===== config.mk =====
export PLATFORM = sky130hd
export DESIGN_NAME = pe_cmd_driver
export DESIGN_NICKNAME = d
export VERILOG_FILES = /design/src/rtl/pe_pkg.sv /design/src/rtl/pe_stream_gate.sv /design/src/rtl/pe_cmd_driver.sv
export SDC_FILE = /design/constraint.sdc
export NUM_CORES = 1
export LEC_CHECK = 0
export BUFFER_PORTS_ARGS = -buffer_cell sky130_fd_sc_hd__buf_2
export CAP_MARGIN = 10
export CORE_MARGIN = 4
export CORE_UTILIZATION = 44
export CTS_CLUSTER_DIAMETER = 200
export CTS_CLUSTER_SIZE = 20
export DETAILED_ROUTE_END_ITERATION = 8
export HOLD_SLACK_MARGIN = 0.03
export PLACE_DENSITY = 0.89
export SYNTH_ARGS = -nofsm -noshare
export SYNTH_HDL_FRONTEND = slang
export SYNTH_SLANG_ARGS = --single-unit

===== constraint.sdc =====
create_clock -name i_clk -period 7.7 [get_ports i_clk]
set_input_delay 2.31 -clock i_clk [delete_from_list [all_inputs] [get_ports i_clk]]
set_output_delay 2.31 -clock i_clk [all_outputs]
set_load 0.005 [all_outputs]

===== src/rtl/pe_pkg.sv =====
// Shared definitions for the PE command driver: opcodes, field widths,
// phase encodings and the job descriptor.
package pe_pkg;

  localparam int P_W = 5;
  localparam int Q_W = 3;
  localparam int S_W = 4;

  localparam logic [2:0] CMD_SET   = 3'b000;
  localparam logic [2:0] CMD_LD_IF = 3'b001;
  localparam logic [2:0] CMD_LD_W  = 3'b010;
  localparam logic [2:0] CMD_CONV  = 3'b011;
  localparam logic [2:0] CMD_ACC   = 3'b100;

  localparam logic [2:0] ST_IDLE  = 3'd0;
  localparam logic [2:0] ST_SET   = 3'd1;
  localparam logic [2:0] ST_LD_IF = 3'd2;
  localparam logic [2:0] ST_LD_W  = 3'd3;
  localparam logic [2:0] ST_CONV  = 3'd4;
  localparam logic [2:0] ST_ACC   = 3'd5;
  localparam logic [2:0] ST_DRAIN = 3'd6;
  localparam logic [2:0] ST_DONE  = 3'd7;

  typedef struct packed {
    logic [P_W-1:0] p;
    logic [Q_W-1:0] q;
    logic [S_W-1:0] s;
    logic           skip_wght;
    logic           skip_acc;
  } desc_t;

  // Rounded-up word count for four 8-bit lanes per word.
  function automatic logic [11:0] ceil_div4(input logic [11:0] x);
    logic [11:0] t;
    t = x + 12'd3;
    return {2'b00, t[11:2]};
  endfunction

  function automatic logic phase_has_op(input logic [2:0] st);
    logic r;
    case (st)
      ST_SET, ST_LD_IF, ST_LD_W, ST_CONV, ST_ACC: r = 1'b1;
      default:                                    r = 1'b0;
    endcase
    return r;
  endfunction

  function automatic logic [2:0] phase_opcode(input logic [2:0] st);
    logic [2:0] r;
    case (st)
      ST_SET:   r = CMD_SET;
      ST_LD_IF: r = CMD_LD_IF;
      ST_LD_W:  r = CMD_LD_W;
      ST_CONV:  r = CMD_CONV;
      ST_ACC:   r = CMD_ACC;
      default:  r = 3'b000;
    endcase
    return r;
  endfunction

endpackage


===== src/rtl/pe_stream_gate.sv =====
// Zero-latency valid/ready pass-through that admits exactly i_n beats while
// enabled, then closes; the beat counter restarts whenever i_clr is high.
module pe_stream_gate #(
  parameter int DWIDTH = 32,
  parameter int CNT_W  = 10
) (
  input  logic              i_clk,
  input  logic              i_rst_n,
  input  logic              i_en,
  input  logic              i_clr,
  input  logic [CNT_W-1:0]  i_n,
  input  logic [DWIDTH-1:0] i_src_data,
  input  logic              i_src_valid,
  output logic              o_src_ready,
  output logic [DWIDTH-1:0] o_dst_data,
  output logic              o_dst_valid,
  input  logic              i_dst_ready,
  output logic              o_done
);

  logic [CNT_W-1:0] r_cnt;
  logic             w_active;
  logic             w_beat;

  always_comb begin
    w_active    = i_en & (r_cnt != i_n);
    o_dst_valid = i_src_valid & w_active;
    o_src_ready = i_dst_ready & w_active;
    o_dst_data  = i_src_data;
    w_beat      = i_src_valid & i_dst_ready & w_active;
    o_done      = (r_cnt == i_n);
  end

  always_ff @(posedge i_clk) begin
    if (!i_rst_n) begin
      r_cnt <= {CNT_W{1'b0}};
    end else if (i_clr) begin
      r_cnt <= {CNT_W{1'b0}};
    end else if (w_beat) begin
      r_cnt <= r_cnt + CNT_W'(1);
    end else begin
      r_cnt <= r_cnt;
    end
  end

endmodule


===== src/rtl/pe_cmd_driver.sv =====
// Host-side PE driver: sequences SET/LOAD_IFMAP/LOAD_WGHT/CONV/ACC opcodes and
// gates the ifmap, weight, psum-in and psum-drain streams with exact word counts.
module pe_cmd_driver
  import pe_pkg::*;
#(
  parameter int DWIDTH = 32,
  parameter int CNT_W  = 10
) (
  input  logic              i_clk,
  input  logic              i_rst_n,
  input  logic              i_start,
  input  logic [4:0]        i_layer_p,
  input  logic [2:0]        i_layer_q,
  input  logic [3:0]        i_layer_s,
  input  logic              i_skip_wght,
  input  logic              i_skip_acc,
  output logic              o_busy,
  output logic              o_done,
  output logic [2:0]        o_pe_opcode,
  output logic              o_pe_opcode_valid,
  input  logic              i_pe_opcode_ready,
  input  logic [DWIDTH-1:0] i_ifmap_src_data,
  input  logic              i_ifmap_src_valid,
  output logic              o_ifmap_src_ready,
  output logic [DWIDTH-1:0] o_pe_ifmap_data,
  output logic              o_pe_ifmap_valid,
  input  logic              i_pe_ifmap_ready,
  input  logic [DWIDTH-1:0] i_wght_src_data,
  input  logic              i_wght_src_valid,
  output logic              o_wght_src_ready,
  output logic [DWIDTH-1:0] o_pe_wght_data,
  output logic              o_pe_wght_valid,
  input  logic              i_pe_wght_ready,
  input  logic [DWIDTH-1:0] i_psum_src_data,
  input  logic              i_psum_src_valid,
  output logic              o_psum_src_ready,
  output logic [DWIDTH-1:0] o_pe_psum_data,
  output logic              o_pe_psum_valid,
  input  logic              i_pe_psum_ready,
  input  logic [DWIDTH-1:0] i_pe_psum_out_data,
  input  logic              i_pe_psum_out_valid,
  output logic              o_pe_psum_out_ready,
  output logic [DWIDTH-1:0] o_sink_data,
  output logic              o_sink_valid,
  input  logic              i_sink_ready
);

  logic [2:0]       r_state;
  desc_t            r_desc;
  logic             r_op_valid;
  logic [2:0]       r_opcode;
  logic             r_issued;
  logic             r_decode;
  logic             r_busy;
  logic             r_done;

  logic [11:0]      w_pqs;
  logic [CNT_W-1:0] w_n_if;
  logic [CNT_W-1:0] w_n_w;
  logic [CNT_W-1:0] w_n_ps;
  logic             w_has_if;
  logic             w_has_w;
  logic             w_has_acc;
  logic             w_op_fire;
  logic             w_wait_ok;
  logic             w_go;
  logic [2:0]       w_nxt;
  logic             w_if_done;
  logic             w_w_done;
  logic             w_ps_done;
  logic             w_dr_done;

  // Word counts derive from the latched descriptor, so they stay fixed for the whole job.
  always_comb begin
    w_pqs     = 12'(r_desc.p) * 12'(r_desc.q) * 12'(r_desc.s);
    w_n_if    = CNT_W'(r_desc.q) * CNT_W'(r_desc.s);
    w_n_w     = CNT_W'(ceil_div4(w_pqs));
    w_n_ps    = CNT_W'(ceil_div4(12'(r_desc.p)));
    w_has_if  = (w_n_if != {CNT_W{1'b0}});
    w_has_w   = ~r_desc.skip_wght & (w_n_w != {CNT_W{1'b0}});
    w_has_acc = ~r_desc.skip_acc & (w_n_ps != {CNT_W{1'b0}});
  end

  // The cycle right after an opcode accept is the PE decode cycle; its ready is not trusted.
  always_comb begin
    w_op_fire = r_op_valid & i_pe_opcode_ready;
    w_wait_ok = r_issued & ~r_decode & i_pe_opcode_ready;
    w_go      = 1'b0;
    w_nxt     = r_state;
    case (r_state)
      ST_IDLE: begin
        w_go  = i_start;
        w_nxt = ST_SET;
      end
      ST_SET: begin
        w_go  = w_wait_ok;
        w_nxt = w_has_if ? ST_LD_IF : (w_has_w ? ST_LD_W : ST_CONV);
      end
      ST_LD_IF: begin
        w_go  = w_wait_ok & w_if_done;
        w_nxt = w_has_w ? ST_LD_W : ST_CONV;
      end
      ST_LD_W: begin
        w_go  = w_wait_ok & w_w_done;
        w_nxt = ST_CONV;
      end
      ST_CONV: begin
        w_go  = w_wait_ok;
        w_nxt = w_has_acc ? ST_ACC : ST_DONE;
      end
      ST_ACC: begin
        w_go  = w_wait_ok & w_ps_done;
        w_nxt = ST_DRAIN;
      end
      ST_DRAIN: begin
        w_go  = w_dr_done;
        w_nxt = ST_DONE;
      end
      ST_DONE: begin
        w_go  = 1'b1;
        w_nxt = ST_IDLE;
      end
      default: begin
        w_go  = 1'b1;
        w_nxt = ST_IDLE;
      end
    endcase
  end

  always_ff @(posedge i_clk) begin
    if (!i_rst_n) begin
      r_state    <= ST_IDLE;
      r_op_valid <= 1'b0;
      r_opcode   <= 3'b000;
      r_issued   <= 1'b0;
      r_decode   <= 1'b0;
      r_busy     <= 1'b0;
      r_done     <= 1'b0;
      r_desc     <= '0;
    end else begin
      if (w_go) begin
        r_state    <= w_nxt;
        r_op_valid <= phase_has_op(w_nxt);
        r_opcode   <= phase_opcode(w_nxt);
        r_issued   <= ~phase_has_op(w_nxt);
        r_decode   <= 1'b0;
        r_done     <= (w_nxt == ST_DONE);
        r_busy     <= (w_nxt != ST_IDLE);
      end else begin
        r_state    <= r_state;
        r_op_valid <= r_op_valid & ~w_op_fire;
        r_opcode   <= r_opcode;
        r_issued   <= r_issued | w_op_fire;
        r_decode   <= w_op_fire;
        r_done     <= 1'b0;
        r_busy     <= r_busy;
      end
      if ((r_state == ST_IDLE) && i_start) begin
        r_desc.p         <= i_layer_p;
        r_desc.q         <= i_layer_q;
        r_desc.s         <= i_layer_s;
        r_desc.skip_wght <= i_skip_wght;
        r_desc.skip_acc  <= i_skip_acc;
      end else begin
        r_desc <= r_desc;
      end
    end
  end

  always_comb begin
    o_busy            = r_busy;
    o_done            = r_done;
    o_pe_opcode       = r_opcode;
    o_pe_opcode_valid = r_op_valid;
  end

  pe_stream_gate #(.DWIDTH(DWIDTH), .CNT_W(CNT_W)) u_gate_if (
    .i_clk(i_clk), .i_rst_n(i_rst_n),
    .i_en((r_state == ST_LD_IF) & r_issued), .i_clr(r_state != ST_LD_IF), .i_n(w_n_if),
    .i_src_data(i_ifmap_src_data), .i_src_valid(i_ifmap_src_valid), .o_src_ready(o_ifmap_src_ready),
    .o_dst_data(o_pe_ifmap_data), .o_dst_valid(o_pe_ifmap_valid), .i_dst_ready(i_pe_ifmap_ready),
    .o_done(w_if_done)
  );

  pe_stream_gate #(.DWIDTH(DWIDTH), .CNT_W(CNT_W)) u_gate_w (
    .i_clk(i_clk), .i_rst_n(i_rst_n),
    .i_en((r_state == ST_LD_W) & r_issued), .i_clr(r_state != ST_LD_W), .i_n(w_n_w),
    .i_src_data(i_wght_src_data), .i_src_valid(i_wght_src_valid), .o_src_ready(o_wght_src_ready),
    .o_dst_data(o_pe_wght_data), .o_dst_valid(o_pe_wght_valid), .i_dst_ready(i_pe_wght_ready),
    .o_done(w_w_done)
  );

  pe_stream_gate #(.DWIDTH(DWIDTH), .CNT_W(CNT_W)) u_gate_ps (
    .i_clk(i_clk), .i_rst_n(i_rst_n),
    .i_en((r_state == ST_ACC) & r_issued), .i_clr(r_state != ST_ACC), .i_n(w_n_ps),
    .i_src_data(i_psum_src_data), .i_src_valid(i_psum_src_valid), .o_src_ready(o_psum_src_ready),
    .o_dst_data(o_pe_psum_data), .o_dst_valid(o_pe_psum_valid), .i_dst_ready(i_pe_psum_ready),
    .o_done(w_ps_done)
  );

  // The drain has no opcode of its own; it opens as soon as DRAIN is entered.
  pe_stream_gate #(.DWIDTH(DWIDTH), .CNT_W(CNT_W)) u_gate_dr (
    .i_clk(i_clk), .i_rst_n(i_rst_n),
    .i_en(r_state == ST_DRAIN), .i_clr(r_state != ST_DRAIN), .i_n(w_n_ps),
    .i_src_data(i_pe_psum_out_data), .i_src_valid(i_pe_psum_out_valid), .o_src_ready(o_pe_psum_out_ready),
    .o_dst_data(o_sink_data), .o_dst_valid(o_sink_valid), .i_dst_ready(i_sink_ready),
    .o_done(w_dr_done)
  );

endmodule

# Yosys cells after proc, flatten, opt, wreduce, memory -nomap -nowiden
# Cells that the tools add are included.
# op_classes
addsub,6
n_mul,3
eq_ne,25
mux,11
bitwise_logic,39
reduce_logical,14
# ops
cell,n
"adder 10 x 1 -> 10 bit, second input constant",4
AND 1 bit,32
case mux 3 bit (8 select lines),1
"equality test 3 bit, second input constant",7
equality test 10 x 4 -> 1 bit,2
inequality test 10 x 4 -> 1 bit,2
nonzero test 10 bit,2
"adder 12 x 2 -> 12 bit, second input constant",1
"equality test 3 x 2 -> 1 bit, second input constant",4
multiplier 8 x 4 -> 12 bit,1
case mux 3 bit (4 select lines),1
OR reduction 2 bit,6
equality test 10 bit,1
equality test 10 x 7 -> 1 bit,1
inequality test 10 bit,1
inequality test 10 x 7 -> 1 bit,1
multiplier 5 x 3 -> 8 bit,1
multiplier 3 x 4 -> 7 bit,1
case mux 1 bit (7 select lines),1
nonzero test 7 bit,1
"adder 5 x 2 -> 6 bit, second input constant",1
"equality test 3 x 1 -> 1 bit, second input constant",2
2-to-1 mux 3 bit,2
"inequality test 3 x 2 -> 1 bit, second input constant",2
10 further kinds,20
# totals
register_bits,65
inputBits,154
out_inout_bits,142

# Logic depth before layout (Yosys ltp)
# Gate-level depths: netlist (run 1).
# depth
word_depth,15
depth_mapped,25

# By module
# From an unflattened synthesis (run 1), not the netlist that was laid out.
# unflattened
hier_cells,804
hier_area_um2,6443.7
# modules_own_cells
module,n_inst,cells_per_inst,area_per_inst_um2,seq_area_each_um2
pe_stream_gate,4,112,899.6,200.2
pe_cmd_driver,1,356,2845.2,500.5

# Worst setup path before layout (run 1)
# No wires, ideal clock.
# synth_timing
path_type,flip-flop to output port
start,reg r_desc[9] (netlist bit)
end,out o_pe_wght_valid
arrival_time_ps,5933
path_slack_ps,-543
stages_incl_launch_ff,24
n_path_buf,2
path_cell_list,dfxtp_1 -> clkbuf_1 -> and2_1 -> fa_1 -> ha_1 -> inv_1 -> fa_1 -> inv_1 -> a21o_1 -> a21oi_1 -> xnor2_1 -> and2_1 -> fa_1 -> fa_1 -> ha_1 -> buf_2 -> xor2_2 -> nor3_1 -> a211o_1 -> or4_1 -> or4_4 -> or3_1 -> and3_1 -> and2_1
# synth_between
elab_chain_cells,6
# synth_lines
item,line_no,rtl
from (decl),pe_cmd_driver.sv:49,desc_t r_desc;
from (signal assigned),pe_cmd_driver.sv:165,r_desc <= r_desc;
multiplier 5 x 3 -> 8 bit,pe_cmd_driver.sv:75,w_pqs = 12'(r_desc.p) * 12'(r_desc.q) * 12'(r_desc.s);
multiplier 8 x 4 -> 12 bit,pe_cmd_driver.sv:75,
adder 12 x 2 -> 12 bit,pe_pkg.sv:35,t = x + 12'd3;
inequality test 10 bit,pe_stream_gate.sv:26,w_active = i_en & (r_cnt != i_n);
AND 1 bit,pe_stream_gate.sv:26,
AND 1 bit,pe_stream_gate.sv:27,o_dst_valid = i_src_valid & w_active;
to (decl),pe_cmd_driver.sv:32,"output logic o_pe_wght_valid,"
# Every way passes these cells.

# Final worst setup path (run 1)
# layout_timing
start,reg r_desc[6] (netlist bit)
end,out o_pe_wght_valid
# The elaborated chain is that of the path after synthesis.

==> results of run 1 <==
==> repair_timing <==
action | CTS | global route
buffers inserted | 7 | 1
resized for setup | 19 | 5
setup endpoints to repair | 2 | 2
pin swaps | 24 | 4
==> cell usage after synthesis, types with 14 or more instances <==
master    number
fa_1          18
xor2_1        29
clkbuf_1      27
buf_4        129
nand3_1       34
nand2_1       80
nand4_1       14
nor2_1        60
dfxtp_1       65
and2_1        41
a21oi_1       40
ha_1          33
o21ai_0       15
nor3_1        21
xnor2_1       26
inv_1         31
and3_1        14
==> worst max-delay path, delay by kind of cell, from the launching register on <==
family / cells / cell delay [ns]
XOR/XNOR: 2 / 0.39
adder cells (fa/ha/maj): 6 / 2.42
flip-flops: 1 / 0.32
buffers and inverters: 3 / 0.20
AND/OR/NAND/NOR: 7 / 2.01
AO/OA/AOI/OAI: 4 / 0.41
==> routing by layer <==
metal / up-vias / part of all wire / global-route usage
met5: - / 0 / 0
met1: 2563 / 0.41 / 0.208
met4: 0 / 0.031 / 0.0939
met3: 50 / 0.074 / 0.0436
li1: 2595 / - / -
met2: 229 / 0.49 / 0.303
==> worst max-delay path by stage <==
| stage | startpoint | endpoint | slack, ns | cells after the start |
|---|---|---|---|---|
| floorplan | r_desc[6] | o_pe_wght_valid | -0.35 | 23 |
| global placement | r_desc[10] | o_wght_src_ready | -0.47 | 22 |
| detailed placement | r_desc[10] | o_pe_wght_valid | -0.58 | 22 |
| CTS | r_desc[6] | o_pe_wght_valid | -0.75 | 22 |
| global route | r_desc[6] | o_pe_wght_valid | -0.92 | 22 |
| finish | r_desc[6] | o_pe_wght_valid | -0.72 | 22 |
==> power groups by stage <==
stage          logic [mW]  clock network, mW  registers (mW)
2_1_floorplan       0.227                  0           0.374
3_3_place_gp        0.220                  0           0.393
3_5_place_dp        0.225                  0           0.394
4_1_cts             0.233              0.459           0.388
5_1_grt             0.261              0.474           0.393
6_report            0.237              0.449           0.390
==> stage by stage <==
stage | util | setup slack [ns]
after floorplan | - | -0.346
after global placement | 0.441 | -0.467
after detailed placement | 0.441 | -0.580
after CTS | 0.473 | -0.747
after global routing | 0.476 | -0.918
final | 0.476 | -0.720
==> registers in the layout, summed over array words and instances, names as in the netlist <==
signal / cells
r_desc: 14
u_gate_dr.r_cnt: 10
u_gate_if.r_cnt: 10
u_gate_ps.r_cnt: 10
u_gate_w.r_cnt: 10
o_pe_opcode: 3
r_state: 3
o_busy: 1
o_done: 1
o_pe_opcode_valid: 1
r_decode: 1
r_issued: 1
==> logic make-up after synthesis <==
family,Yosys count
buffers and inverters,194
adders and majority gates,51
muxes,10
and+or+nand+nor,313
xor gates and xnor gates,59
DFF,65
AOI/OAI and AO/OA,128
==> area by class of cell <==
type                       instances  area, um2
fill                            1287       7390
inverter                          32        120
clock buffer                      10        239
timing repair buffer             102        688
sequential                        65       1310
tap                              180        225
clock inverter                     6       90.1
multi-input combinational        561       4030
==> metrics.txt, run 1 <==
# TYPE chip_impl_metric gauge
chip_impl_metric{name="yosys.area_share.simple",unit=""} 0.246
chip_impl_metric{name="cells_on_worst_hold_path",unit=""} 2
chip_impl_metric{name="port_buffer_count",unit=""} 39
chip_impl_metric{name="boundaryPins",unit=""} 296
chip_impl_metric{name="max_slew_headroom",unit=""} 0.230
chip_impl_metric{name="clock_latency",unit="ns"} 0.33
chip_impl_metric{name="worst_ep_required_time",unit="ns"} 5.39
chip_impl_metric{name="floorplan.initialDensity",unit=""} 0.456
chip_impl_metric{name="period_share",unit=""} 1.09
chip_impl_info{name="worstHoldStart",value="r_desc[0]"} 1
chip_impl_metric{name="skew",unit="ns"} 0.0107
chip_impl_metric{name="post_route_cells_drive_above_1_share",unit=""} 0.204
chip_impl_metric{name="final.hold.worst_slack",unit="ns"} 0.461
chip_impl_info{name="status",value="complete, but fails checks"} 1
chip_impl_metric{name="die_area",unit="um2"} 16600
chip_impl_metric{name="avgRoutedWirePerCell",unit="um"} 15.2
chip_impl_metric{name="power_switching_share",unit=""} 0.303
chip_impl_metric{name="synth_cell_types",unit=""} 70
chip_impl_info{name="start_kind",value="flop"} 1
chip_impl_metric{name="placement_rows",unit=""} 43
chip_impl_metric{name="place_inst",unit=""} 932
chip_impl_metric{name="finish.cell_count_without_fillers",unit=""} 956
chip_impl_metric{name="yosys_warnings",unit=""} 0
chip_impl_info{name="worstPathCellList",value="and2_4 > fa_1 > ha_2 > inv_2 > fa_2 > inv_2 > a21o_1 > a21oi_2 > xnor2_1 > and2_1 > fa_1 > fa_1 > ha_4 > xor2_4 > a2bb2oi_2 > o211ai_1 > or4_1 > or4_4 > or3_4 > and3_4 > and2_4 > buf_6"} 1
chip_impl_metric{name="report.final.setup_viol",unit=""} 2
chip_impl_info{name="clock-root-buffer",value="clkbuf_16"} 1
chip_impl_metric{name="clk_path_buf_depth",unit=""} 2
chip_impl_info{name="crit_top_cell",value="fa_1"} 1
chip_impl_info{name="r2r-end",value="o_pe_opcode[0]"} 1
chip_impl_metric{name="critPathMaxStageDelay",unit="ns"} 0.56
chip_impl_metric{name="post-route-worst-setup-slack",unit="ns"} -0.720
chip_impl_info{name="worst_path_max_delay_cell",value="fa_1"} 1
chip_impl_metric{name="placeableCoreArea",unit="um2"} 14100
chip_impl_metric{name="reg2reg_depth",unit=""} 22
chip_impl_metric{name="num_vias",unit=""} 5437
chip_impl_metric{name="yosys.area_share.adder",unit=""} 0.120
chip_impl_metric{name="drcViolationCount",unit=""} 0
chip_impl_info{name="critical_path_class",value="reg2out"} 1
chip_impl_metric{name="detail-route-antenna-nets",unit=""} 0
chip_impl_metric{name="synth_edf_count",unit=""} 0
chip_impl_info{name="tritoncts_clock_tree",value="built"} 1
chip_impl_metric{name="portion_of_the_post_synthesis_area_used_by_sequential_elements",unit=""} 0.202
chip_impl_metric{name="htree_num_levels",unit=""} 3
chip_impl_metric{name="final-max-slew-violation-count",unit=""} 0
chip_impl_info{name="violated_checks",value="negative setup slack"} 1
chip_impl_metric{name="number_of_global_route_vias_before_repair",unit=""} 5416
chip_impl_info{name="ys_dominant_reg_cell",value="dfxtp_1"} 1
chip_impl_metric{name="post_synthesis_register_bit_count",unit=""} 65
chip_impl_metric{name="routed_via_density",unit=""} 5.69
chip_impl_metric{name="die_height",unit="um"} 129
chip_impl_metric{name="cts_num_sinks",unit=""} 65
chip_impl_metric{name="internal_power",unit="mW"} 0.749
chip_impl_metric{name="clock.fmax",unit="MHz"} 119
chip_impl_metric{name="synth_compound_gate_area_share",unit=""} 0.138
chip_impl_metric{name="seqPwrFrac",unit=""} 0.363
chip_impl_metric{name="cts-buffers-inserted",unit=""} 9
chip_impl_info{name="final_cell_mix",value="nand2_1 (77), buf_4 (61), nor2_1 (60)"} 1
chip_impl_metric{name="globalplace.congestion",unit=""} 0.974
chip_impl_metric{name="comb_power_share",unit=""} 0.220
chip_impl_info{name="min-delay-path-class",value="reg2reg"} 1
chip_impl_metric{name="drt_first_pass_iters",unit=""} 5
chip_impl_metric{name="timing.setup.tns",unit="ns"} -1.44
chip_impl_metric{name="netlist_instances",unit=""} 820
chip_impl_metric{name="net_switching_power_figure",unit="mW"} 0.326
chip_impl_metric{name="net_count_after_synthesis",unit=""} 1025
chip_impl_metric{name="dr.first_iter.drc_count",unit=""} 273
chip_impl_metric{name="grt_util_overall",unit=""} 0.179
chip_impl_info{name="synth_top_cells_by_area",value="dfxtp_1 (20%), buf_4 (15%), ha_1 (6.4%)"} 1
chip_impl_metric{name="layout-area-overhead-vs-synth",unit="%"} 4.32
chip_impl_metric{name="worst_pin_slew",unit="ns"} 1.15
chip_impl_metric{name="grt_overflow_total",unit=""} 0
chip_impl_metric{name="irDropWorstVdd",unit="mV"} 0.162
chip_impl_metric{name="average_size_of_a_mapped_cell",unit="um2"} 7.84
chip_impl_metric{name="fin_total_pwr",unit="mW"} 1.08
chip_impl_metric{name="final_net_count",unit=""} 976
chip_impl_metric{name="placement.cell_area",unit="um2"} 6210
chip_impl_metric{name="n_antenna_cell",unit=""} 0
chip_impl_metric{name="power.clock.fraction",unit=""} 0.417
chip_impl_metric{name="grt_first_pass_wirelength",unit="um"} 24600
chip_impl_metric{name="width_of_the_die",unit="um"} 129
chip_impl_metric{name="number_of_antenna_violations_at_the_first_check_in_global_routing",unit=""} 0
chip_impl_metric{name="timing.max_cap.violations",unit=""} 0
chip_impl_metric{name="routed_wl",unit="um"} 14500
chip_impl_metric{name="cts.clk_slew.worst_paths",unit="ns"} 0.06
chip_impl_metric{name="leak",unit="nW"} 3.09
chip_impl_metric{name="postSynth.asyncResetShare",unit=""} 0
chip_impl_metric{name="holdBufCountCts",unit=""} 0
chip_impl_metric{name="cp_data_arrival_time",unit="ns"} 6.11
chip_impl_metric{name="hold_viol",unit=""} 0
chip_impl_metric{name="synth.cell_area",unit="um2"} 6430
chip_impl_info{name="rsz0062_at_grt",value="true"} 1
chip_impl_info{name="worst_r2r_startpoint",value="r_desc[6]"} 1
chip_impl_metric{name="grt_start_max_net_pins",unit=""} 20
chip_impl_info{name="synthDominantAreaCellType",value="dfxtp_1"} 1
chip_impl_metric{name="yosys.area_share.xor_xnor",unit=""} 0.0880
chip_impl_metric{name="cellPowerDensity",unit="nW/um2"} 160
chip_impl_metric{name="place_hpwl",unit="um"} 10800
chip_impl_metric{name="postLayoutCellArea",unit="um2"} 6710
chip_impl_metric{name="post-synth-top-area-fraction",unit=""} 0.202
chip_impl_metric{name="synth.area.mux_share",unit=""} 0.0156
chip_impl_info{name="hold_end",value="r_desc[0]"} 1
chip_impl_metric{name="rrSetupSlack",unit="ns"} 1.54
chip_impl_metric{name="critPathMaxFanout",unit=""} 6
chip_impl_metric{name="period_minus_slack",unit="ns"} 8.42
chip_impl_info{name="critical_path.endpoint_type",value="output pin"} 1
chip_impl_info{name="layout_commonest_cell",value="nand2_1"} 1
chip_impl_info{name="dominant_combinational_cell_family_by_area_after_synthesis",value="simple AND/OR/NAND/NOR gates"} 1
No activity file was read; power rests on OpenSTA's default activity.
==> inputs of run 2 (changes only) <==
- CELL_PAD_IN_SITES_DETAIL_PLACEMENT: not set -> 0
- CELL_PAD_IN_SITES_GLOBAL_PLACEMENT: not set -> 2
- CORE_UTILIZATION: 44 -> 23
- PLACE_DENSITY: 0.89 -> 0.87
==> run 2 against run 1 <==
  * The flow still finishes with violations (negative setup slack)
  * Fmax is 1.2% higher
  * Count of clock-buffer cells in the layout increased by 1
  * Critical endpoint is now o_wght_src_ready
  * Hold slack got worse by 0.0017 ns
==> metrics.txt, run 2 (synthesis results as in run 1) <==
# TYPE chip_impl_metric gauge
chip_impl_metric{name="detail-route-antenna-nets",unit=""} 0
chip_impl_metric{name="post_route_cells_drive_above_1_share",unit=""} 0.205
chip_impl_metric{name="max_slew_headroom",unit=""} 0.450
chip_impl_info{name="layout_commonest_cell",value="nand2_1"} 1
chip_impl_info{name="worstSetupStartpoint",value="r_desc[6]"} 1
chip_impl_info{name="largest-register",value="r_desc"} 1
chip_impl_metric{name="port_buffer_count",unit=""} 39
chip_impl_metric{name="grt_util_overall",unit=""} 0.0988
chip_impl_metric{name="cp_data_arrival_time",unit="ns"} 6.01
chip_impl_info{name="rsz0062_at_grt",value="true"} 1
chip_impl_metric{name="placeableCoreArea",unit="um2"} 27300
chip_impl_metric{name="filler_cell_count",unit=""} 2965
chip_impl_metric{name="worst_ep_required_time",unit="ns"} 5.39
chip_impl_metric{name="holdBufCountCts",unit=""} 0
chip_impl_metric{name="drcViolationCount",unit=""} 0
chip_impl_metric{name="rrSetupSlack",unit="ns"} 1.62
chip_impl_metric{name="use_met3",unit=""} 0.0193
chip_impl_metric{name="grt_start_max_net_pins",unit=""} 20
chip_impl_metric{name="boundaryPins",unit=""} 296
chip_impl_metric{name="use_met1",unit=""} 0.124
chip_impl_info{name="critical_path.endpoint_type",value="output pin"} 1
chip_impl_metric{name="grt_overflow_total",unit=""} 0
chip_impl_metric{name="timing.max_cap.violations",unit=""} 0
chip_impl_metric{name="number_of_flip_flops_under_the_largest_register_name",unit=""} 14
chip_impl_metric{name="leak",unit="nW"} 3.10
chip_impl_metric{name="cts_num_sinks",unit=""} 65
chip_impl_metric{name="fin_total_pwr",unit="mW"} 1.10
chip_impl_metric{name="final-max-slew-violation-count",unit=""} 0
chip_impl_metric{name="globalplace.congestion",unit=""} 0.854
chip_impl_info{name="r2r-end",value="o_pe_opcode[0]"} 1
chip_impl_metric{name="clk_path_buf_depth",unit=""} 2
chip_impl_metric{name="layout-area-overhead-vs-synth",unit="%"} 8.43
chip_impl_metric{name="n_antenna_cell",unit=""} 0
chip_impl_metric{name="clock.fmax",unit="MHz"} 120
chip_impl_metric{name="die_area",unit="um2"} 30700
chip_impl_metric{name="dr.first_iter.drc_count",unit=""} 189
chip_impl_metric{name="number_of_global_route_vias_before_repair",unit=""} 5163
chip_impl_info{name="status",value="complete, but fails checks"} 1
chip_impl_info{name="min-delay-path-class",value="reg2reg"} 1
chip_impl_info{name="worst_r2r_startpoint",value="r_desc[6]"} 1
chip_impl_info{name="clock-root-buffer",value="clkbuf_16"} 1
chip_impl_metric{name="final_net_count",unit=""} 977
chip_impl_metric{name="num_vias",unit=""} 5173
chip_impl_metric{name="cellPowerDensity",unit="nW/um2"} 158
chip_impl_metric{name="routed_via_density",unit=""} 4.50
chip_impl_info{name="critical_path_class",value="reg2out"} 1
chip_impl_metric{name="cts-buffers-inserted",unit=""} 9
chip_impl_metric{name="worst_pin_slew",unit="ns"} 0.820
chip_impl_metric{name="routed_wl",unit="um"} 15100
chip_impl_metric{name="hold_viol",unit=""} 0
chip_impl_metric{name="skew",unit="ns"} 0.00867
chip_impl_metric{name="reg2reg_depth",unit=""} 22
chip_impl_metric{name="period_share",unit=""} 1.08
chip_impl_metric{name="cts.clk_slew.worst_paths",unit="ns"} 0.06
chip_impl_info{name="grt_most_used_layer",value="met2"} 1
chip_impl_metric{name="number_of_antenna_violations_at_the_first_check_in_global_routing",unit=""} 0
chip_impl_metric{name="grt_first_pass_wirelength",unit="um"} 25400
chip_impl_metric{name="period_minus_slack",unit="ns"} 8.32
chip_impl_info{name="crit_end",value="o_wght_src_ready"} 1
chip_impl_metric{name="drt_first_pass_iters",unit=""} 5
chip_impl_metric{name="irDropWorstVdd",unit="mV"} 0.0869
chip_impl_metric{name="place_ws",unit="ns"} -0.576
chip_impl_metric{name="post-route-worst-setup-slack",unit="ns"} -0.618
chip_impl_metric{name="grt.met2_usage",unit=""} 0.170
chip_impl_metric{name="report.final.setup_viol",unit=""} 2
chip_impl_metric{name="placement_rows",unit=""} 60
chip_impl_metric{name="htree_num_levels",unit=""} 3
chip_impl_metric{name="floorplan.initialDensity",unit=""} 0.236
chip_impl_metric{name="placement.cell_area",unit="um2"} 6440
chip_impl_info{name="final_cell_mix",value="nand2_1 (79), nor2_1 (60), buf_4 (60)"} 1
chip_impl_info{name="start_kind",value="flop"} 1
chip_impl_metric{name="avgRoutedWirePerCell",unit="um"} 13.1
chip_impl_metric{name="postLayoutCellArea",unit="um2"} 6970
chip_impl_info{name="violated_checks",value="negative setup slack"} 1
chip_impl_metric{name="critPathMaxFanout",unit=""} 5
chip_impl_metric{name="die_height",unit="um"} 175
chip_impl_info{name="tritoncts_clock_tree",value="built"} 1
chip_impl_metric{name="place_hpwl",unit="um"} 11600
chip_impl_metric{name="final.hold.worst_slack",unit="ns"} 0.459
chip_impl_metric{name="clock_latency",unit="ns"} 0.33
chip_impl_metric{name="width_of_the_die",unit="um"} 175
## run 2: power by group
group	internal [mW]	switching, mW
clock	0.317	0.157
combinational	0.0998	0.138
sequential	0.357	0.0329
total	0.773	0.327
## run 2: area by class of cell
cell class / count / area, um2 / share of cell area
clock buffer: 11 / 233 / 0.0334
clock inverter: 5 / 104 / 0.0149
inverter: 32 / 120 / 0.0172
multi-input combinational: 561 / 4040 / 0.579
sequential: 65 / 1310 / 0.188
tap: 372 / 465 / 0.0668
timing repair buffer: 103 / 703 / 0.101
## run 2: timing repair
item	in CTS	in global routing
buffers inserted	11	0
cloned	0	0
resized for setup	20	7
endpoints found under the setup margin	2	2
hold endpoints to repair	0	0
pin swaps	11	5
## run 2: worst min-delay path by stage
stage	from	end	slack (ns)	cells past startpoint
final	r_desc[0]	r_desc[0]	0.46	2
after global placement	r_desc[0]	r_desc[0]	0.44	2
after global routing	r_desc[0]	r_desc[0]	0.48	2
after detailed placement	r_desc[0]	r_desc[0]	0.45	2
after CTS	r_desc[0]	r_desc[0]	0.46	2
after floorplan	r_desc[0]	r_desc[0]	0.44	2
## run 2: routing by layer
metal  vias up  share of wire  routed length (um)
met5         -              0                   0
met4         0          0.015                 223
met3        22          0.034                 517
met2        93           0.49                7330
met1      2465           0.46                6980
li1       2593              -                   -
## run 2: critical path, cell delays in order, from the launching register on
cell and delay [ns]:
dfxtp_2 0.32, and2_4 0.15, fa_1 0.53, ha_2 0.19
inv_2 0.04, fa_2 0.36, inv_2 0.06, a21o_1 0.12
a21oi_2 0.07, xnor2_2 0.14, and2_4 0.14, fa_1 0.52
fa_1 0.46, ha_4 0.34, xor2_4 0.20, nor3_2 0.05
a211o_1 0.22, or4_1 0.48, or4_4 0.50, or3_4 0.35
and3_4 0.18, and2_4 0.15, buf_6 0.10
## run 2: stage by stage
step,util,std cells,TNS (ns)
global placement,0.236,1122,-1.08
finish,0.256,1149,-1.23
CTS,0.255,1149,-1.32
detailed placement,0.236,1122,-1.15
global route,0.256,1149,-1.67
floorplan,-,820,-0.693
==> inputs of run 3 (changes only) <==
- ABC_AREA: not set -> 1
- CORE_UTILIZATION: 23 -> 22
- PLACE_DENSITY: 0.87 -> 0.88
==> run 3 against run 2 <==
  * Largest power group is now combinational cells
  * Sequential power rose by 13%
  * Die area is 6.0% higher
  * Combinational power rose by 130%
  * Clock skew grew 0.00064 ns
  * The run now ends clean
  * Highest routed layer unchanged
  * Clock power down 14%
  * Via count is 0.25% higher
  * Synthesized area increased by 1.7%
  * Critical endpoint is now o_pe_wght_valid
  * Worst setup slack better by 1.0 ns
  * Count of clock-buffer cells in the layout is 1 lower
==> metrics.txt, run 3 <==
# TYPE chip_impl_metric gauge
chip_impl_metric{name="boundaryPins",unit=""} 296
chip_impl_metric{name="finish.cell_count_without_fillers",unit=""} 1280
chip_impl_metric{name="num_vias",unit=""} 5186
chip_impl_metric{name="place_inst",unit=""} 1262
chip_impl_info{name="tritoncts_clock_tree",value="built"} 1
chip_impl_metric{name="postLayoutCellArea",unit="um2"} 6620
chip_impl_metric{name="clock_latency",unit="ns"} 0.35
chip_impl_metric{name="fin_total_pwr",unit="mW"} 1.40
chip_impl_metric{name="drt_first_pass_iters",unit=""} 4
chip_impl_metric{name="portion_of_the_post_synthesis_area_used_by_sequential_elements",unit=""} 0.199
chip_impl_metric{name="grt_start_max_net_pins",unit=""} 38
chip_impl_metric{name="avgRoutedWirePerCell",unit="um"} 11.3
chip_impl_metric{name="synth.cell_area",unit="um2"} 6540
chip_impl_metric{name="leak",unit="nW"} 3.05
chip_impl_info{name="ys_dominant_reg_cell",value="dfxtp_1"} 1
chip_impl_metric{name="grt_overflow_total",unit=""} 0
chip_impl_metric{name="hold_viol",unit=""} 0
chip_impl_metric{name="placement_rows",unit=""} 62
chip_impl_metric{name="drcViolationCount",unit=""} 0
chip_impl_metric{name="detail-route-antenna-nets",unit=""} 0
chip_impl_info{name="clock-root-buffer",value="clkbuf_16"} 1
chip_impl_metric{name="postSynth.asyncResetShare",unit=""} 0
chip_impl_metric{name="post-synth-top-area-fraction",unit=""} 0.199
chip_impl_metric{name="net_count_after_synthesis",unit=""} 1183
chip_impl_metric{name="clock.fmax",unit="MHz"} 137
chip_impl_info{name="synth_top_cells_by_count",value="nand2_1 (207), inv_1 (162), buf_4 (131)"} 1
chip_impl_info{name="layout_commonest_cell",value="nand2_1"} 1
chip_impl_metric{name="cellPowerDensity",unit="nW/um2"} 211
chip_impl_metric{name="skew",unit="ns"} 0.00931
chip_impl_metric{name="synth_compound_gate_area_share",unit=""} 0.0783
chip_impl_metric{name="post_route_cells_drive_above_1_share",unit=""} 0.138
chip_impl_info{name="grt_most_used_layer",value="met2"} 1
chip_impl_info{name="status",value="completed"} 1
chip_impl_metric{name="period_minus_slack",unit="ns"} 7.31
chip_impl_info{name="critical_path.endpoint_type",value="output pin"} 1
chip_impl_metric{name="number_of_global_route_vias_before_repair",unit=""} 5001
chip_impl_metric{name="grt_first_pass_wirelength",unit="um"} 24300
chip_impl_metric{name="worst_pin_slew",unit="ns"} 0.552
chip_impl_metric{name="post_synthesis_register_bit_count",unit=""} 65
chip_impl_metric{name="synth_cell_types",unit=""} 44
chip_impl_info{name="yosysMostFrequentCell",value="nand2_1"} 1
chip_impl_metric{name="floorplan.initialDensity",unit=""} 0.225
chip_impl_info{name="synthDominantAreaCellType",value="dfxtp_1"} 1
chip_impl_metric{name="synth_edf_count",unit=""} 0
chip_impl_metric{name="max_slew_headroom",unit=""} 0.632
chip_impl_metric{name="clk_path_buf_depth",unit=""} 2
chip_impl_metric{name="width_of_the_die",unit="um"} 180
chip_impl_info{name="worstHoldStart",value="u_gate_if.r_cnt[9]"} 1
chip_impl_metric{name="htree_num_levels",unit=""} 3
chip_impl_metric{name="routed_wl",unit="um"} 14500
chip_impl_metric{name="final-max-slew-violation-count",unit=""} 0
chip_impl_metric{name="average_size_of_a_mapped_cell",unit="um2"} 6.68
chip_impl_metric{name="period_share",unit=""} 0.950
chip_impl_metric{name="use_met1",unit=""} 0.122
chip_impl_metric{name="place_hpwl",unit="um"} 11900
chip_impl_metric{name="post-route-worst-setup-slack",unit="ns"} 0.387
chip_impl_metric{name="synth.area.mux_share",unit=""} 0
chip_impl_info{name="synth_top_cells_by_area",value="dfxtp_1 (20%), buf_4 (15%), nand2_1 (12%)"} 1
chip_impl_metric{name="layout-area-overhead-vs-synth",unit="%"} 1.24
chip_impl_metric{name="holdBufCountCts",unit=""} 0
chip_impl_metric{name="n_antenna_cell",unit=""} 0
chip_impl_metric{name="number_of_flip_flops_under_the_largest_register_name",unit=""} 14
chip_impl_metric{name="timing.max_cap.violations",unit=""} 0
chip_impl_metric{name="globalplace.congestion",unit=""} 0.799
chip_impl_metric{name="timing.setup.tns",unit="ns"} 0
chip_impl_metric{name="cp_data_arrival_time",unit="ns"} 5.00
chip_impl_metric{name="routed_via_density",unit=""} 4.05
chip_impl_metric{name="grt.met2_usage",unit=""} 0.142
chip_impl_metric{name="placeableCoreArea",unit="um2"} 29000
chip_impl_metric{name="reg2reg_depth",unit=""} 26
chip_impl_metric{name="yosys.area_share.xor_xnor",unit=""} 0.0429
chip_impl_info{name="final_cell_mix",value="nand2_1 (206), inv_1 (162), nor2_1 (73)"} 1
chip_impl_info{name="dominant_combinational_cell_family_by_area_after_synthesis",value="simple AND/OR/NAND/NOR gates"} 1
chip_impl_info{name="worst_r2r_startpoint",value="r_desc[8]"} 1
chip_impl_metric{name="final_net_count",unit=""} 1096
chip_impl_metric{name="yosys.area_share.adder",unit=""} 0.118
chip_impl_metric{name="worst_ep_required_time",unit="ns"} 5.39
chip_impl_metric{name="number_of_antenna_violations_at_the_first_check_in_global_routing",unit=""} 0
chip_impl_metric{name="place_ws",unit="ns"} 0.481
chip_impl_metric{name="cts-buffers-inserted",unit=""} 9
chip_impl_metric{name="netlist_instances",unit=""} 978
chip_impl_metric{name="critPathMaxFanout",unit=""} 10
chip_impl_metric{name="yosys.area_share.simple",unit=""} 0.310
chip_impl_info{name="largest-register",value="r_desc"} 1
chip_impl_metric{name="port_buffer_count",unit=""} 39
chip_impl_metric{name="cts.clk_slew.worst_paths",unit="ns"} 0.06
chip_impl_metric{name="use_met3",unit=""} 0.0230
chip_impl_metric{name="die_height",unit="um"} 180
chip_impl_metric{name="placement.cell_area",unit="um2"} 6200
chip_impl_metric{name="cells_on_worst_hold_path",unit=""} 2
chip_impl_metric{name="yosys_warnings",unit=""} 0
chip_impl_metric{name="die_area",unit="um2"} 32500
chip_impl_metric{name="dr.first_iter.drc_count",unit=""} 260
chip_impl_info{name="worstSetupStartpoint",value="r_desc[8]"} 1
chip_impl_metric{name="irDropWorstVdd",unit="mV"} 0.109
chip_impl_metric{name="grt_util_overall",unit=""} 0.0889
chip_impl_metric{name="cts_num_sinks",unit=""} 65
chip_impl_metric{name="report.final.setup_viol",unit=""} 0
chip_impl_info{name="start_kind",value="flop"} 1
chip_impl_info{name="min-delay-path-class",value="reg2reg"} 1
chip_impl_info{name="critical_path_class",value="reg2out"} 1
## run 3: cell types whose count changed in the layout (fill, tap and decap cells not counted), moves of 11 or more
cell,before,now
nand3_1,34,57
and3_1,13,0
nor2_1,60,73
and2_1,35,0
xnor2_1,23,3
a21oi_1,36,52
inv_1,28,162
nand2b_1,11,0
buf_4,60,4
nand2_1,79,206
o21ai_0,15,29
## run 3: cells by family (layout without fill, tap and decap cells)
logic type | count (synthesis) | in the layout
simple gates | 430 | 430
buf+inv | 305 | 223
compound gates | 95 | 95
flops | 65 | 65
fa+ha+maj | 51 | 51
xor+xnor | 32 | 32
## run 3: layer usage
metal / vias to the layer above / routed length (um) / share of wire
met1: 2321 / 7150 / 0.49
met4: 0 / 133 / 0.0092
met5: - / 0 / 0
met2: 85 / 6500 / 0.45
met3: 13 / 719 / 0.050
li1: 2767 / - / -
## run 3: stage by stage
step	utilization	hold WS, ns
2_1_floorplan	-	0.424
3_3_place_gp	0.214	0.448
3_5_place_dp	0.214	0.458
4_1_cts	0.224	0.469
5_1_grt	0.228	0.484
6_report	0.228	0.464
## run 3: worst paths after layout
path / slack (ns) / end
worst max-delay path: 0.39 / o_pe_wght_valid
worst min-delay path: 0.46 / u_gate_if.r_cnt[9]
worst max register to register: 2.45 / o_done
worst min register to register: 0.46 / u_gate_if.r_cnt[9]
## run 3: what timing repair did
item,4_1_cts,5_1_grt
resized for setup,0,30
setup buffers,0,2
setup endpoints to repair,0,2
endpoints found under the hold margin,0,0
## run 3: layout make-up
cell class,count,area [um2]
multi-input combinational,608,3680
inverter,164,618
fill,3340,22400
clock buffer,10,239
timing repair buffer,43,225
sequential,65,1320
clock inverter,6,51.3
tap,384,480
## run 3: critical path, cell delays in order (launching register included)
cell and delay, ns:
dfxtp_4 0.38, nand2_1 0.06, inv_1 0.05, fa_1 0.54
ha_1 0.17, inv_1 0.05, fa_2 0.37, o221ai_2 0.24
xnor2_2 0.17, nor2_1 0.08, fa_1 0.46, fa_1 0.53
ha_4 0.31, nand2_1 0.09, nor2_1 0.15, nand3_1 0.14
nand3_1 0.13, nand2_1 0.07, nand3_1 0.07, nand2_1 0.05
nand3_1 0.09, nor2_2 0.04, nand3_1 0.08, nand3_2 0.11
nor2_1 0.11, buf_2 0.12
## run 3: power by group
group          switching (mW)  leakage [nW]  internal, mW
Clock                   0.178         0.133         0.231
Sequential             0.0602         0.532         0.380
Combinational           0.351          2.39         0.196
Total                   0.589          3.05         0.806
